**config.mk**
```make
export PLATFORM = sky130hd
export DESIGN_NAME = mac_writeback
export DESIGN_NICKNAME = d
export VERILOG_FILES = /design/src/rtl/mac_writeback.sv
export SDC_FILE = /design/constraint.sdc
export NUM_CORES = 1
export LEC_CHECK = 0
export BUFFER_PORTS_ARGS = -buffer_cell sky130_fd_sc_hd__buf_4
export CAP_MARGIN = 20
export CORE_ASPECT_RATIO = 0.8
export CORE_MARGIN = 2
export CORE_UTILIZATION = 52
export CTS_CLUSTER_SIZE = 12
export DETAILED_ROUTE_END_ITERATION = 8
export GPL_ROUTABILITY_DRIVEN = 0
export PLACE_DENSITY = 0.7
export SLEW_MARGIN = 25
export SYNTH_ARGS = -nofsm -noshare
export SYNTH_HDL_FRONTEND = slang
export SYNTH_SLANG_ARGS = --single-unit
```
**constraint.sdc**
```tcl
create_clock -name clk -period 22.3 [get_ports clk]
set_clock_uncertainty 0.2 [all_clocks]
set_input_delay 0 -clock clk [delete_from_list [all_inputs] [get_ports clk]]
set_output_delay 0 -clock clk [all_outputs]
set_load 0.02 [all_outputs]
```
**src/rtl/mac_writeback.sv**
```systemverilog
// Packed-lane multiply-accumulate with one SRAM write per row.
// Optional macro MAC_WB_SATURATE_EN clamps write data to the signed 16-bit range.
module mac_writeback #(
  parameter int ACC_W = 32
) (
  input  logic        clk,
  input  logic        reset,
  input  logic        start,
  input  logic [1:0]  elem_size,
  input  logic [7:0]  row_words,
  input  logic [7:0]  num_rows,
  input  logic [11:0] out_base_addr,
  input  logic        in_valid,
  output logic        in_ready,
  input  logic [15:0] in_data,
  input  logic [15:0] wt_data,
  output logic [11:0] dut_sram_write_address,
  output logic [15:0] dut_sram_write_data,
  output logic        dut_sram_write_enable,
  output logic        busy,
  output logic        done
);

  typedef enum logic [1:0] {
    IDLE  = 2'd0,
    ACCUM = 2'd1,
    WRITE = 2'd2,
    DONE  = 2'd3
  } state_t;

  localparam int SUM_W = 40;

  state_t r_state;
  state_t w_next;

  logic [1:0]              r_elem_size;
  logic [7:0]              r_row_words;
  logic [7:0]              r_num_rows;
  logic [11:0]             r_base;
  logic [7:0]              r_word_cnt;
  logic [7:0]              r_row_idx;
  logic signed [ACC_W-1:0] r_acc;

  logic signed [SUM_W-1:0] w_sum2;
  logic signed [SUM_W-1:0] w_sum4;
  logic signed [SUM_W-1:0] w_sum8;
  logic signed [SUM_W-1:0] w_sum16;
  logic signed [SUM_W-1:0] w_beat_sum;
  logic                    w_last_word;
  logic                    w_last_row;
  logic                    w_cfg_empty;
  logic [15:0]             w_row_data;
  logic [11:0]             w_row_addr;

  // Every lane is sign-extended before multiplying so the products stay exact.
  always_comb begin : lane_sums
    logic signed [1:0]  a2, b2;
    logic signed [3:0]  p2;
    logic signed [3:0]  a4, b4;
    logic signed [7:0]  p4;
    logic signed [7:0]  a8, b8;
    logic signed [15:0] p8;
    logic signed [15:0] a16, b16;
    logic signed [31:0] p16;
    w_sum2  = '0;
    w_sum4  = '0;
    w_sum8  = '0;
    w_sum16 = '0;
    a2 = '0; b2 = '0; p2 = '0;
    a4 = '0; b4 = '0; p4 = '0;
    a8 = '0; b8 = '0; p8 = '0;
    for (int i = 0; i < 8; i++) begin
      a2 = in_data[2*i +: 2];
      b2 = wt_data[2*i +: 2];
      p2 = 4'(a2) * 4'(b2);
      w_sum2 = w_sum2 + SUM_W'(p2);
    end
    for (int i = 0; i < 4; i++) begin
      a4 = in_data[4*i +: 4];
      b4 = wt_data[4*i +: 4];
      p4 = 8'(a4) * 8'(b4);
      w_sum4 = w_sum4 + SUM_W'(p4);
    end
    for (int i = 0; i < 2; i++) begin
      a8 = in_data[8*i +: 8];
      b8 = wt_data[8*i +: 8];
      p8 = 16'(a8) * 16'(b8);
      w_sum8 = w_sum8 + SUM_W'(p8);
    end
    a16 = in_data;
    b16 = wt_data;
    p16 = 32'(a16) * 32'(b16);
    w_sum16 = SUM_W'(p16);
  end

  always_comb begin
    case (r_elem_size)
      2'b00:   w_beat_sum = w_sum2;
      2'b01:   w_beat_sum = w_sum4;
      2'b10:   w_beat_sum = w_sum8;
      default: w_beat_sum = w_sum16;
    endcase
  end

  generate
    if (ACC_W < SUM_W) begin : g_sum_hi
      logic w_unused_sum_hi;
      assign w_unused_sum_hi = ^w_beat_sum[SUM_W-1:ACC_W];
    end
  endgenerate

`ifdef MAC_WB_SATURATE_EN
  localparam logic signed [ACC_W-1:0] SAT_MAX = {{(ACC_W-16){1'b0}}, 16'h7FFF};
  localparam logic signed [ACC_W-1:0] SAT_MIN = {{(ACC_W-16){1'b1}}, 16'h8000};

  always_comb begin
    if (r_acc > SAT_MAX) begin
      w_row_data = 16'h7FFF;
    end else if (r_acc < SAT_MIN) begin
      w_row_data = 16'h8000;
    end else begin
      w_row_data = r_acc[15:0];
    end
  end
`else
  assign w_row_data = r_acc[15:0];
`endif

  assign w_last_word = (r_word_cnt == (r_row_words - 8'd1));
  assign w_last_row  = (r_row_idx == (r_num_rows - 8'd1));
  assign w_cfg_empty = (row_words == 8'd0) || (num_rows == 8'd0);
  assign w_row_addr  = r_base + {4'd0, r_row_idx};

  always_ff @(posedge clk) begin
    if (reset) begin
      r_state <= IDLE;
    end else begin
      r_state <= w_next;
    end
  end

  always_comb begin
    w_next                 = r_state;
    in_ready               = 1'b0;
    dut_sram_write_enable  = 1'b0;
    dut_sram_write_address = '0;
    dut_sram_write_data    = '0;
    busy                   = 1'b0;
    done                   = 1'b0;
    case (r_state)
      IDLE: begin
        if (start) begin
          w_next = w_cfg_empty ? DONE : ACCUM;
        end
      end
      ACCUM: begin
        in_ready = 1'b1;
        busy     = 1'b1;
        if (in_valid && w_last_word) begin
          w_next = WRITE;
        end
      end
      WRITE: begin
        busy                   = 1'b1;
        dut_sram_write_enable  = 1'b1;
        dut_sram_write_address = w_row_addr;
        dut_sram_write_data    = w_row_data;
        w_next                 = w_last_row ? DONE : ACCUM;
      end
      DONE: begin
        done   = 1'b1;
        w_next = IDLE;
      end
      default: w_next = IDLE;
    endcase
  end

  // Configuration is captured once per job; row state clears after each write.
  always_ff @(posedge clk) begin
    if (reset) begin
      r_elem_size <= '0;
      r_row_words <= '0;
      r_num_rows  <= '0;
      r_base      <= '0;
      r_word_cnt  <= '0;
      r_row_idx   <= '0;
      r_acc       <= '0;
    end else begin
      case (r_state)
        IDLE: begin
          if (start) begin
            r_elem_size <= elem_size;
            r_row_words <= row_words;
            r_num_rows  <= num_rows;
            r_base      <= out_base_addr;
            r_word_cnt  <= '0;
            r_row_idx   <= '0;
            r_acc       <= '0;
          end
        end
        ACCUM: begin
          if (in_valid) begin
            r_acc      <= r_acc + w_beat_sum[ACC_W-1:0];
            r_word_cnt <= r_word_cnt + 8'd1;
          end
        end
        WRITE: begin
          r_acc      <= '0;
          r_word_cnt <= '0;
          r_row_idx  <= r_row_idx + 8'd1;
        end
        default: begin
        end
      endcase
    end
  end

endmodule

```
# Yosys cells after proc, flatten, opt, wreduce, memory -nomap -nowiden
# Cells that the tools add are included.
# totals
output_inout_bits,32
inputBits,66
elab_cells,82
register_bits,80
# classes
n_mux,19
addsub,17
n_eq_ne,10
n_mul,15
n_reduce_logical,13
# ops
op,count
32-bit case mux with 3 select lines,2
32-bit 2-to-1 mux,2
32-bit adder,1
16-bit by 16-bit multiplier with 32-bit output,1
2-bit by 2-bit multiplier with 4-bit output,8
4-bit by 4-bit multiplier with 8-bit output,4
8-bit by 8-bit multiplier with 16-bit output,2
8-bit case mux with 3 select lines,1
16-bit by 16-bit adder with 17-bit output,1
8-bit by 1-bit adder with 8-bit output (second input constant),2
8-bit equality test,2
8-bit logical NOT,2
16-bit 2-to-1 mux,1
8-bit 2-to-1 mux,2
8-bit case mux with 2 select lines,1
8-bit by 1-bit subtractor with 8-bit output (second input constant),2
12-bit by 8-bit adder with 12-bit output,1
12-bit 2-to-1 mux,1
10-bit by 4-bit adder with 11-bit output,1
10-bit by 8-bit adder with 11-bit output,1
9-bit by 4-bit adder with 10-bit output,1
9-bit by 8-bit adder with 10-bit output,1
8-bit by 4-bit adder with 9-bit output,1
8-bit by 8-bit adder with 9-bit output,1
18 further kinds,32

# Depth between registers and ports, before layout
# Gate-level depths: netlist of run 1.
# logic_depth
word_depth,12
mapped_depth,33
depth_no_buf,32

# Worst setup path after synthesis of run 1
# Ideal clock, no wire load.
# synth_path
path_kind,input-to-reg
start,input port wt_data[12]
end,register r_acc[15]
setup_slack_ps,14853
path_buffers,2
setup_ps,115
arrival_ps,7133
path_stages,31
t_required_ps,21985
path_cell_list,clkbuf_1 -> nand2_1 -> fa_1 -> inv_1 -> fa_1 -> inv_1 -> fa_1 -> inv_1 -> fa_1 -> fa_1 -> inv_1 -> fa_1 -> inv_1 -> ha_1 -> or3_1 -> o21ai_0 -> a21oi_1 -> and4_4 -> a2111oi_4 -> xnor2_1 -> a31oi_2 -> buf_6 -> a21oi_1 -> o21ai_0 -> ha_1 -> or3_1 -> o21ai_0 -> a31o_2 -> o21ai_1 -> mux2_2 -> o2bb2a_4
# synth_between
elab_chain_cells,7
word_cells_on_any_way,12
classes_between,5 x add/sub; 4 x mul; 3 x mux
# synth_lines
item,line,source
"start, declared",16,"input logic [15:0] wt_data,"
"parallel branches: the longest is 3 deep, another holds 16-bit by 16-bit adder with 17-bit output",n/a,
32-bit case mux with 3 select lines (*),97,case (r_elem_size)
32-bit adder (*),203,r_acc <= r_acc + w_beat_sum[ACC_W-1:0];
32-bit 2-to-1 mux (*),202,if (in_valid) begin
32-bit case mux with 3 select lines (*),189,case (r_state)
"end signal, assigned",203,
"end, declared",42,logic signed [ACC_W-1:0] r_acc;
# Mark *: on every way between the ends. The select of a mux whose other input is x is not followed.
# A chain may end at the register's enable or synchronous reset.

# Final worst setup path of run 1
# layout_path
start,input port wt_data[3]
end,register r_acc[15]
# layout_between
elab_chain_cells,12
word_cells_on_any_way,19
classes_between,12 x add/sub; 4 x mul; 3 x mux
# layout_lines
item,line,source
2-bit by 2-bit multiplier with 4-bit output,75,p2 = 4'(a2) * 4'(b2);
4-bit by 4-bit adder with 5-bit output,76,w_sum2 = w_sum2 + SUM_W'(p2);
5-bit by 4-bit adder with 6-bit output,76,
6-bit by 4-bit adder with 7-bit output,76,
7-bit by 4-bit adder with 8-bit output,76,
8-bit by 4-bit adder with 9-bit output,76,
9-bit by 4-bit adder with 10-bit output,76,
10-bit by 4-bit adder with 11-bit output,76,
32-bit case mux with 3 select lines (*),97,
32-bit adder (*),203,
32-bit 2-to-1 mux (*),202,
32-bit case mux with 3 select lines (*),189,
# Mark *: on every way between the ends. The rest lies on a longest branch, timed or not. The select of a mux whose other input is x is not followed.

==> metrics, run 1 <==
FF-to-FF End=r_acc[15]; Die Wd=211 um; Synthesized Nets=2640; TritonCTS clock tree=done; Syn Std Cell Area=17800 um^2; Final HPWL DP=41.0 mm; top-count cell post-synth=inv_1; relative slew slack=0.449; Die ar.=35800 um^2; Routed WL=49.2 mm; drt initial violations=1042; required time worst endpoint=22.33 ns; Critical R2R Launch=r_elem_size[0]; Worst Reg-to-Reg Cells=16; setup_tns=0 ns; Syn Inst Count=2045; reg2reg setup slack=17.79 ns; FP Rows=60; dpl ws=14.27 ns; core area=33700 um^2; synthesized area per cell=8.73 um^2; Worst Hold Class=in -> reg; status=complete, no violations; clk sink count=64; Synth Flop Type=dfxtp_1; top-area cell type share of the netlist area=0.378; #FFs+latches synth=64; initial antenna violation count=0; Multi-input gate area=14400 um^2; Final WS setup=14.52 ns; area growth from synthesis to layout=10.9%; GRT overflow=0; FMAX=129 MHz; Post-CTS Resized=0; vias in the first global route=14600; slowest stage cell, crit path=fa_1; CTS H-tree depth=3; PortBufs=97; Non-Filler Instances=2591; IO Count=98; Post-synth top cells=inv_1 (518), fa_1 (337), nand2_1 (206); CTS buffer count=9; Crit path largest cell delay=0.62 ns; Post-synth ARST share=0; wire length of the first global-routing pass=79.2 mm; Reg clk slew, reported paths=0.06 ns; ANT cells=0; CP startpoint kind=input port; number of enable flip-flop cells after synthesis=0; final worst path period share=0.349; CP Launch Point=wt_data[3]; fin crit period=7.78 ns; largest net degree at the start of global routing=54; Detail Route Antenna Nets=0; Worst Path Max Fanout=16; delay-heaviest family, CP=adder cells; sequential fraction of the synthesis area=0.0718; placed cells=2515; unrepaired setup endpoints after global routing=no; CP endpoint=r_acc[15]; YS warnings=0; CTS Buffer Depth=2; Vias=14000; Total GRT Usage=0.289; Area contributors post-synth=fa_1 (38%), ha_1 (13%), inv_1 (11%); MaxCap Viol Count=0; Reg area=1280 um^2; vias per cell=5.41; Fin. Hold Viols=0; initial core utilization=0.530; Die Height=170 um; Synth cell types=68; Worst setup EP type=register; Crit Path Category=in -> reg; Buf+Inv Stages, Crit Path=6; Worst EP arrival=7.81 ns; cell count along the critical path=30; CTS Root Cell=clkbuf_16; layout net count=2747; final setup vio count=0; Slew Limit Fails=0; DRC=0; Clock Latency Late Sink=0.33 ns; wire per inst=19.0 um; layout cells sized above 1=0.0635; worst-margin pin slew=0.821 ns; post-synth top area cell=fa_1; filler cell count=2956; drt pass-1 iters=5
==> registers in the layout (all words and copies together), names as in the netlist <==
register	flops
r_state	2
r_acc	16
r_base	12
r_row_words	8
r_word_cnt	8
r_row_idx	8
r_elem_size	2
r_num_rows	8
==> cells by family after synthesis <==
kind of cell | count (synthesis) | synth area share
adders and majority gates | 529 | 0.513
xor gates and xnor gates | 143 | 0.0702
DFF | 64 | 0.0718
muxes | 11 | 0.00974
AOI/OAI and AO/OA | 229 | 0.0824
buffers and inverters | 581 | 0.123
and+or+nand+nor | 488 | 0.131
==> metrics by stage <==
step                utilization  hold slack [ns]  area [um^2]
finish                    0.587           0.0439        19800
CTS                       0.587           0.0156        19800
floorplan                     -          -0.0640        17800
global route              0.587           0.0738        19800
global placement          0.560           0.0504        18900
detailed placement        0.560           0.0629        18900
==> worst register-to-register path: cells and delay by family (launching register included) <==
kind	cells	cell delay [ns]
buffers and inverters	1	0.44
muxes	1	0.37
adders and majority gates	1	0.33
AOI/OAI and AO/OA	12	2.10
DFF	1	0.84
and+or+nand+nor	1	0.11
==> cell type report <==
class | count | share of cell area
inverter | 518 | 0.0982
timing repair buffer | 159 | 0.0679
sequential | 64 | 0.0647
multi-input combinational | 1400 | 0.727
clock inverter | 7 | 0.00367
clock buffer | 9 | 0.0114
tap | 434 | 0.0274
==> metal layers <==
metal / up-vias / wire (um) / GRT usage
met5: - / 58 / 0.0124
met1: 6886 / 21700 / 0.419
met3: 82 / 5440 / 0.0807
met2: 658 / 20800 / 0.432
met4: 2 / 1120 / 0.0606
li1: 6398 / - / -
==> worst min-delay path by stage <==
stage	startpoint	to	slack, ns	depth (start not counted)
after detailed placement	out_base_addr[9]	r_base[9]	0.06	3
after global placement	out_base_addr[10]	r_base[10]	0.05	3
after CTS	start	r_row_idx[1]	0.02	4
after floorplan	out_base_addr[0]	r_base[0]	-0.06	2
final	start	r_row_idx[1]	0.04	4
after global routing	start	r_row_idx[1]	0.07	4
==> cells in the final DEF (no fill, tap or decap), drive strengths merged, types with 14 or more instances in the layout <==
master	count
inv	518
fa	337
nand2	206
ha	192
and2	106
xnor2	100
buf	99
a21oi	89
nor2	74
dfxtp	64
dlygate4sd3	60
xor2	43
o21ai	39
nand2b	27
nor2b	16
nand3	16
a21o	14
==> what timing repair did <==
action | CTS | global route
hold endpoints to repair | 48 | 0
setup endpoints to repair | 0 | 0
buffers inserted | 0 | 0
hold buffers | 60 | 0
Power of run 1 is not shown: default switching activity piles up to over one toggle a cycle in this logic, so the estimate is an artifact.
==> run 2, diff against run 1 <==
==> constraint.sdc (replaced) <==
create_clock -name clk -period 7.4 [get_ports clk]
set_clock_uncertainty 0.2 [all_clocks]
set_input_delay 0 -clock clk [delete_from_list [all_inputs] [get_ports clk]]
set_output_delay 0 -clock clk [all_outputs]
set_load 0.02 [all_outputs]
==> run 2 against run 1 <==
Design area rose by 5.6%. Clock-buffer cell count increased by 4. Hold slack lost 0.024 ns.
==> metrics, run 2 (synthesis results as in run 1) <==
Worst Path Max Fanout=4; drt pass-1 iters=5; Largest register FFs=16; reg2reg setup slack=3.33 ns; Crit Path Category=in -> reg; Final WS setup=0.270 ns; Routed WL=50.0 mm; layout net count=2882; slowest stage cell, crit path=fa_1; IO Count=98; MaxCap Viol Count=0; Slew Limit Fails=0; PortBufs=97; met3 Usage GRT=0.101; vias in the first global route=15800; area growth from synthesis to layout=17.1%; Worst Hold Class=in -> reg; unrepaired setup endpoints after global routing=yes; Total GRT Usage=0.299; GRT overflow=0; gr busiest metal=met2; FMAX=140 MHz; Worst EP arrival=7.15 ns; worst-margin pin slew=0.696 ns; vias per cell=5.26; CTS Buffer Depth=2; wire per inst=18.3 um; CTS H-tree depth=3; status=complete, no violations; CTS buffer count=9; Final HPWL DP=42.5 mm; layout cells sized above 1=0.124; initial antenna violation count=0; core area=33700 um^2; Top Registers=r_acc x16, r_base x12; FP Rows=60; most frequent cells in the layout=inv_1 (516), fa_1 (334), buf_4 (232), nand2_1 (203), ha_1 (190); most common cell after layout, fill and taps aside=inv_1; final setup vio count=0; wire length of the first global-routing pass=82.5 mm; Die ar.=35800 um^2; drt initial violations=1011; Reg clk slew, reported paths=0.05 ns; largest net degree at the start of global routing=54; initial core utilization=0.530; worst hold margin=0.0194 ns; most used cell, CP=fa_1; Die Height=170 um; relative slew slack=0.533; final worst path period share=0.964; Largest Register=r_acc; Fin. Hold Viols=0; Clock Latency Late Sink=0.33 ns; dpl ws=-0.165 ns; CTS Root Cell=clkbuf_16; required time worst endpoint=7.42 ns; Detail Route Antenna Nets=0; fin crit period=7.13 ns; met1 usage=0.398; TritonCTS clock tree=done; filler cell count=2883; clk sink count=64; Crit path largest cell delay=0.60 ns; met2 Use GR=0.474; Vias=14400; DRC=0; Worst setup EP type=register; CP startpoint kind=input port; Die Wd=211 um
-- run 2: cell count changes in the layout (fill, tap and decap cells not counted), sizes merged, moves of 2 or more --
cell / previous run / this run
buf: 99 / 233
clkbuf: 9 / 13
clkinvlp: 2 / 0
clkinv: 4 / 1
-- run 2: through the flow --
stage | TNS (ns) | area (um^2) | utilization | instances
global route | -0.00674 | 20900 | 0.620 | 2726
detailed placement | -0.297 | 19900 | 0.590 | 2647
global placement | -0.104 | 19900 | 0.590 | 2647
finish | 0 | 20900 | 0.620 | 2727
floorplan | 0 | 17900 | - | 2045
CTS | 0 | 20800 | 0.618 | 2724
-- run 2: path summary, 6_finish.rpt --
kind	startpoint	endpoint	cells past startpoint
max	in_data[13]	r_acc[15]	30
min reg2reg	r_acc[14]	r_acc[14]	1
min	start	r_row_idx[1]	4
max reg2reg	r_elem_size[1]	r_acc[14]	16
-- run 2: cell type report --
class	instances	area, um^2	share of cell area
clock buffers	13	250	0.0120
repair buffers	294	2370	0.114
flip-flops and latches	64	1280	0.0613
diodes	1	2.50	0.000120
well taps	434	543	0.0260
multi-input cells	1400	14400	0.691
clock inverters	3	65.1	0.00311
inverters	518	1940	0.0930
-- run 2: per-layer routing --
metal,wire (um),up-vias
li1,-,6679
met1,21200,7052
met2,22400,547
met3,5450,75
met4,1030,0
met5,0,-
-- run 2: worst max-delay path, delay by kind of cell --
| kind | cells | cell delay, ns |
|---|---|---|
| adders and majority gates | 8 | 3.81 |
| AOI/OAI and AO/OA | 12 | 1.92 |
| buffers and inverters | 6 | 0.61 |
| muxes | 1 | 0.36 |
| and+or+nand+nor | 2 | 0.27 |
| xor gates and xnor gates | 1 | 0.14 |
-- run 2: timing repair --
action / 4_1_cts / 5_1_grt
hold endpoints to repair: 48 / 0
gates resized for setup: 0 / 19
hold buffers: 61 / 0
endpoints found under the setup margin: 0 / 4
setup buffers: 0 / 2
Power of run 2 is left out for the same reason.
